--- config.mk ---
export PLATFORM = sky130hd
export DESIGN_NAME = fifo_wptr_handler
export DESIGN_NICKNAME = d
export VERILOG_FILES = /design/src/rtl/fifo_pkg.sv /design/src/rtl/sync_2ff.sv /design/src/rtl/fifo_wptr_handler.sv
export SDC_FILE = /design/constraint.sdc
export NUM_CORES = 1
export LEC_CHECK = 0
export ABC_AREA = 1
export BUFFER_PORTS_ARGS = -buffer_cell sky130_fd_sc_hd__buf_2
export CAP_MARGIN = 20
export CORE_UTILIZATION = 51
export CTS_CLUSTER_DIAMETER = 100
export CTS_CLUSTER_SIZE = 12
export DETAILED_ROUTE_END_ITERATION = 8
export PLACE_DENSITY = 0.77
export SLEW_MARGIN = 10
export SYNTH_ARGS = -nofsm -noshare
export SYNTH_HDL_FRONTEND = slang
export SYNTH_SLANG_ARGS = --single-unit
export TNS_END_PERCENT = 50
--- constraint.sdc ---
create_clock -name wclk -period 2.25 [get_ports wclk]
set_input_delay 0.3375 -clock wclk [delete_from_list [all_inputs] [get_ports wclk]]
set_output_delay 0.3375 -clock wclk [all_outputs]
set_load 0.01 [all_outputs]
--- src/rtl/fifo_pkg.sv ---
// Shared constants and Gray-code helpers for the asynchronous FIFO pointer handlers.
// Helpers work on a 32-bit container; callers zero-extend in and truncate out.
package fifo_pkg;

   localparam int PTR_WIDTH_DEF = 3;
   localparam int DEPTH_DEF     = 8;
   localparam int CODE_W        = 32;

   function automatic logic [CODE_W-1:0] bin2gray(input logic [CODE_W-1:0] b);
      return b ^ (b >> 1);
   endfunction

   // Zero upper bits in the container leave the low-order result unaffected.
   function automatic logic [CODE_W-1:0] gray2bin(input logic [CODE_W-1:0] g);
      logic [CODE_W-1:0] b;
      b[CODE_W-1] = g[CODE_W-1];
      for (int i = CODE_W - 2; i >= 0; i--) begin
         b[i] = b[i+1] ^ g[i];
      end
      return b;
   endfunction

endpackage

--- src/rtl/sync_2ff.sv ---
// Two-flop synchronizer with asynchronous active-low clear; nothing sits between the stages.
module sync_2ff #(
   parameter int WIDTH = 1
) (
   input  logic             clk,
   input  logic             rst_n,
   input  logic [WIDTH-1:0] d,
   output logic [WIDTH-1:0] q
);

   logic [WIDTH-1:0] meta_reg;

   always_ff @(posedge clk or negedge rst_n) begin
      if (!rst_n) begin
         meta_reg <= '0;
         q        <= '0;
      end else begin
         meta_reg <= d;
         q        <= meta_reg;
      end
   end

endmodule

--- src/rtl/fifo_wptr_handler.sv ---
// Write-domain pointer and status controller: binary/Gray write pointers, full,
// almost-full, pessimistic fill level and sticky overflow for the producer.
module fifo_wptr_handler
   import fifo_pkg::*;
#(
   parameter int PTR_WIDTH = PTR_WIDTH_DEF,
   parameter int DEPTH     = DEPTH_DEF,
   parameter int AF_THRESH = 6
) (
   input  logic               wclk,
   input  logic               wrst_n,
   input  logic               w_en,
   input  logic [PTR_WIDTH:0] g_rptr_async,
   input  logic               clr_ovf,
   output logic [PTR_WIDTH:0] b_wptr,
   output logic [PTR_WIDTH:0] g_wptr,
   output logic               full,
   output logic               almost_full,
   output logic [PTR_WIDTH:0] wr_level,
   output logic               overflow
);

   localparam int PW = PTR_WIDTH + 1;
   localparam logic [PTR_WIDTH:0] AF_LEVEL = PW'(AF_THRESH);

   if (DEPTH != (1 << PTR_WIDTH)) begin : g_depth_check
      $error("fifo_wptr_handler: DEPTH must equal 2**PTR_WIDTH");
   end
   if (AF_THRESH < 1 || AF_THRESH > DEPTH) begin : g_af_check
      $error("fifo_wptr_handler: AF_THRESH must be within 1..DEPTH");
   end

   logic [PTR_WIDTH:0] g_rptr_sync;
   logic [PTR_WIDTH:0] b_rsync;
   logic [PTR_WIDTH:0] b_next;
   logic [PTR_WIDTH:0] g_next;
   logic [PTR_WIDTH:0] level_next;
   logic [PTR_WIDTH:0] full_pattern;
   logic               push;

   sync_2ff #(
      .WIDTH (PW)
   ) u_rptr_sync (
      .clk   (wclk),
      .rst_n (wrst_n),
      .d     (g_rptr_async),
      .q     (g_rptr_sync)
   );

   // Writes while full are dropped, so the pointer only advances on an accepted push.
   assign push    = w_en & ~full;
   assign b_next  = b_wptr + {{PTR_WIDTH{1'b0}}, push};
   assign g_next  = PW'(bin2gray(CODE_W'(b_next)));
   assign b_rsync = PW'(gray2bin(CODE_W'(g_rptr_sync)));

   // Occupancy is measured against a stale read pointer, so it can only over-report.
   assign level_next   = b_next - b_rsync;
   assign full_pattern = {~g_rptr_sync[PTR_WIDTH:PTR_WIDTH-1], g_rptr_sync[PTR_WIDTH-2:0]};

   always_ff @(posedge wclk or negedge wrst_n) begin
      if (!wrst_n) begin
         b_wptr      <= '0;
         g_wptr      <= '0;
         full        <= 1'b0;
         almost_full <= 1'b0;
         wr_level    <= '0;
         overflow    <= 1'b0;
      end else begin
         b_wptr      <= b_next;
         g_wptr      <= g_next;
         full        <= (g_next == full_pattern);
         almost_full <= (level_next >= AF_LEVEL);
         wr_level    <= level_next;
         if (w_en & full) begin
            overflow <= 1'b1;
         end else if (clr_ovf) begin
            overflow <= 1'b0;
         end
      end
   end

endmodule

==> results.tsv, run 1 <==
metric	value	unit
status	complete, no violations	
yosysSeqAreaShare	57.7	%
grt_max_degree	23	
synth_cells	94	
critical_path_class	flop to flop	
synth_nets	108	
fin_crit_sh	94.4	%
synth_top_area_cell	dfrtp_1	
yosys_register_bits	22	
layout_commonest_cell	nand2_1	
first_iter_violations	15	
overflow	0	
syn_avg_cell_area	10.1	µm²
dpl_cell_area	1090	µm²
pre_cts_ws	143	ps
fmax	0.471	GHz
critPathBufInv	2	
diodes	0	
setup_ws	126	ps
die_height	45.2	µm
grt_pass1_vias	633	
skew	6.81	ps
portBuffers	22	
drc	0	
required	2460	ps
cts_setup_buffers	0	
postRouteAntennaNets	0	
fin_nets	135	
period_minus_slack	2120	ps
grt_pass1_wl	2510	µm
grt_usage	17.9	%
place_congestion	0.748	
dieArea	2050	µm²
yosysUniqueCellTypes	17	
p_leak	0.635	nW
yosys-top-cells-area	dfrtp_1 58%, nand2_1 9.1%, nand3_1 7.3%	
area_growth	19.2	%
crit_chain	nor2_1 -> ha_2 -> ha_1 -> inv_1 -> nand2_1 -> nand2_1 -> ha_1 -> a21oi_1 -> inv_1 -> nand2_1 -> nand3_1	
placementRows	15	
wl	1590	µm
vias	697	
min_path_type	input port to flop	
critPathSlowestCell	dfrtp_1	
io_pins	23	
end_kind	flop	
setup_violations	0	
cts_max_path_buffers	2	
wl_per_cell	11.0	µm
slowest_delay	410	ps
synthesis.area	953	µm²
path_common_cell	nand2_1	
die_w	45.2	µm
coreArea	1750	µm²
powerDensity	1470	nW/µm²
cts.sinks	22	
finalMaxSlewViolations	0	
cts-root-buf	clkbuf_4	
cts_tree	done	
arrival	2330	ps
initial_core_util	54.6	%
antenna_found_initial	0	
p_total	0.00167	W
fin_util	65.1	%
tightest_slew	474	ps
slew_headroom	68.4	%
final_cell_mix	23 x nand2_1, 22 x dfrtp_1, 22 x buf_2	
finalInstanceArea	1140	µm²
cts_buffers	3	
ys_warn_count	0	
clk_pin_slew_worst_paths	120	ps
clk_latency	310	ps
drv_cap	0	
cp_max_fo	4	
ir_worst_vdd	0.000674	V
path_delay_family	adder cells	
h-tree-depth	1	
dpl.hpwl	1180	µm
synth_top_area_share	57.7	%
via_per_inst	4.81	
dr.pass1.iters	4	
drive_gt1_share	25.0	%
hold_violations	0	
critPathLaunchType	flop	
-- final cells by class --
class / count / area, µm²
multi-input combinational: 55 / 338
clock buffer: 4 / 36.3
tap: 25 / 31.3
sequential: 22 / 551
inverter: 16 / 60.1
fill: 157 / 609
timing repair buffer: 23 / 120
-- worst register-to-register path, cell delays in order (launching register included) --
cell	delay [ps]
dfrtp_1	410
nor2_1	160
ha_2	230
ha_1	190
inv_1	70
nand2_1	80
nand2_1	140
ha_1	360
a21oi_1	200
inv_1	60
nand2_1	80
nand3_1	60
-- cells by family (layout without fill, tap and decap cells) --
logic type,Yosys count,in the layout,share of synthesized area [%]
buf+inv,17,43,7.09
xor+xnor,5,5,6.17
compound gates,3,3,1.84
fa+ha+maj,6,6,8.66
simple gates,41,41,18.5
flops,22,22,57.7
-- routing by layer --
| metal | vias to the layer above | routed length [µm] | GRT usage (%) |
|---|---|---|---|
| met3 | 5 | 54 | 3.60 |
| li1 | 341 | - | - |
| met4 | 0 | 42 | 10.9 |
| met5 | - | 0 | 0 |
| met2 | 23 | 810 | 31.6 |
| met1 | 328 | 684 | 19.6 |
-- through the flow --
stage                     hold slack (ps)  TNS [ps]  cells
after detailed placement              323         0    140
after global routing                  105     -25.2    145
after CTS                             115         0    145
after global placement                317         0    140
final                                 122         0    145
after floorplan                      41.9         0     94
-- worst paths after layout --
check	startpoint	end	slack (ps)	depth (start not counted)
worst max-delay path	full	almost_full	130	11
worst min-delay path	g_rptr_async[3]	u_rptr_sync.meta_reg[3]	120	1
worst max register to register	full	almost_full	130	11
worst min register to register	u_rptr_sync.meta_reg[0]	u_rptr_sync.q[0]	360	0
max in group asynchronous	wrst_n	g_wptr[0]	1410	2
min in group asynchronous	wrst_n	g_wptr[2]	510	2
-- Yosys cell counts --
cell       n
inv_1     16
o21bai_1   1
buf_4      1
a21oi_1    1
xor2_2     1
nand3_1   14
xnor2_1    1
o21ai_0    1
ha_1       5
dfrtp_1   22
xnor2_2    1
nand4_1    1
nand2_2    1
nand2_1   23
nor2_1     2
fa_1       1
xor2_1     2
-- repair_timing --
item | CTS | global route
hold buffers | 1 | 0
endpoints found under the setup margin | 0 | 1
endpoints found under the hold margin | 22 | 0
gates resized for setup | 0 | 1
-- where the power goes --
group	leakage (nW)	switching (W)	total [W]	internal [W]
Clock	0.0210	0.000113	0.000212	0.0000989
Combinational	0.352	0.000522	0.000860	0.000338
Sequential	0.263	0.0000643	0.000599	0.000535
Power figures use the tool's default switching activity.
==> inputs of run 2 (changes only) <==
- CORE_ASPECT_RATIO: default -> 1.4
==> results.tsv, run 2 (synthesized netlist as in run 1, its figures left out) <==
metric	value	unit	change
layout_commonest_cell	nand2_1		
pre_cts_ws	128	ps	-14.3 ps
clk_latency	300	ps	about the same
p_int	0.000936	W	-3.8%
dpl_cell_area	1080	µm²	-0.57%
hold_depth	1		unchanged
initial_core_util	54.3	%	-0.35 points
grt_max_degree	23		unchanged
arrival	2280	ps	-50 ps
portBuffers	22		unchanged
fin_crit_sh	90.7	%	-3.7 points
wl_per_cell	11.7	µm	+7.0%
coreArea	1760	µm²	+0.65%
drc	0		unchanged
slew_headroom	68.9	%	+0.49 points
drive_gt1_share	24.4	%	-0.63 points
fin_util	63.6	%	-1.5 points
required	2490	ps	+30 ps
tightest_slew	466	ps	-7.32 ps
critPathLaunchType	flop		
place_congestion	0.875		+17%
setup_violations	0		unchanged
grt_pass1_vias	669		+5.7%
clkPwrFrac	10.2	%	-2.5 points
drv_cap	0		unchanged
first_iter_violations	14		-1
seqPwrFrac	36.3	%	+0.4 points
fmax	0.490	GHz	+4.0%
p_switching	0.000707	W	+1.1%
cts_buffers	3		unchanged
powerDensity	1470	nW/µm²	about the same
area_growth	17.2	%	
overflow	0		unchanged
postRouteAntennaNets	0		unchanged
end_kind	flop		
cts.sinks	22		unchanged
critical_path_class	flop to flop		
setup_ws	209	ps	+82.4 ps
cts_max_path_buffers	2		unchanged
cp_max_fo	3		-1
die_height	53.2	µm	+18%
die_w	38.5	µm	-15%
dieArea	2050	µm²	+0.12%
worst_r2r_path_depth	8		-3
clk_pin_slew_worst_paths	110	ps	about the same
power.share.combinational	53.5	%	+2.0 points
p_sw_share	43.0	%	+1.2 points
final_cell_mix	23 x nand2_1, 22 x dfrtp_1, 22 x buf_2		
ir_worst_vdd	0.000932	V	+38%
grt_pass1_wl	2740	µm	+9.1%
hold_violations	0		unchanged
diodes	0		unchanged
dpl.hpwl	1250	µm	+6.5%
period_minus_slack	2040	ps	-82.4 ps
h-tree-depth	1		unchanged
cts-root-buf	clkbuf_4		
min_path_type	input port to flop		
finalInstanceArea	1120	µm²	-1.7%
placementRows	18		+3
hold_ws	136	ps	+13.7 ps
dr.pass1.iters	4		unchanged
skew	7.31	ps	+0.498 ps
fin_nets	135		unchanged
finalMaxSlewViolations	0		unchanged
vias	702		+0.72%
grt_usage	19.7	%	+1.8 points
via_per_inst	5.05		+5.1%
p_leak	0.630	nW	-0.80%
io_pins	23		unchanged
antenna_found_initial	0		unchanged
fin_setup_tns	0	ps	unchanged
status	complete, no violations		
cts_tree	done		
wl	1630	µm	+2.6%
run 2: cell count changes in the layout (fill, tap and decap cells not counted):
cell,previous run,this run
a21oi_2,0,1
clkbuf_8,1,0
a21oi_1,1,0
ha_1,4,5
ha_2,1,0
run 2: timing repair:
action | CTS | global route
resized for setup | 0 | 1
setup buffers | 0 | 0
endpoints found under the hold margin | 22 | 0
setup endpoints to repair | 0 | 2
hold buffers | 1 | 0
run 2: path summary, 6_finish.rpt:
kind | start | end | slack (ps)
worst max-delay path | u_rptr_sync.q[3] | almost_full | 210
worst min-delay path | g_rptr_async[2] | u_rptr_sync.meta_reg[2] | 140
worst max register to register | u_rptr_sync.q[3] | almost_full | 210
worst min register to register | u_rptr_sync.meta_reg[2] | u_rptr_sync.q[2] | 360
max in group asynchronous | wrst_n | wr_level[1] | 1420
min in group asynchronous | wrst_n | b_wptr[3] | 510
run 2: area by class of cell:
cell class,count,area (µm²)
multi-input combinational,55,339
inverter,16,60.1
timing repair buffer,23,120
sequential,22,551
fill,150,639
tap,20,25.0
clock buffer,3,22.5
run 2: per-stage QoR:
step	power, W	instances
floorplan	0.00121	94
global placement	0.00144	135
detailed placement	0.00147	135
CTS	0.00164	139
global route	0.00182	139
finish	0.00164	139
run 2: power groups by stage:
stage	combinational [W]	sequential [W]	clock, W
3_5_place_dp	0.000866	0.000605	0
4_1_cts	0.000870	0.000598	0.000172
5_1_grt	0.00101	0.000616	0.000193
3_3_place_gp	0.000833	0.000605	0
2_1_floorplan	0.000539	0.000671	0
6_report	0.000878	0.000596	0.000168
run 2: layer usage:
layer  vias up  global-route usage (%)  routed length [µm]
met2        24                    32.8                 861
met1       333                    22.7                 638
met5         -                       0                   0
met4         0                    9.77                  30
met3         5                    5.04                 103
li1        340                       -                   -
run 2: worst max-delay path, stage by stage (launching register included):
cell and delay [ps]:
dfrtp_1 440, xnor2_2 260, xor2_2 230, xor2_1 100
ha_1 230, fa_1 380, xnor2_1 180, nand2_1 80
nand3_1 80
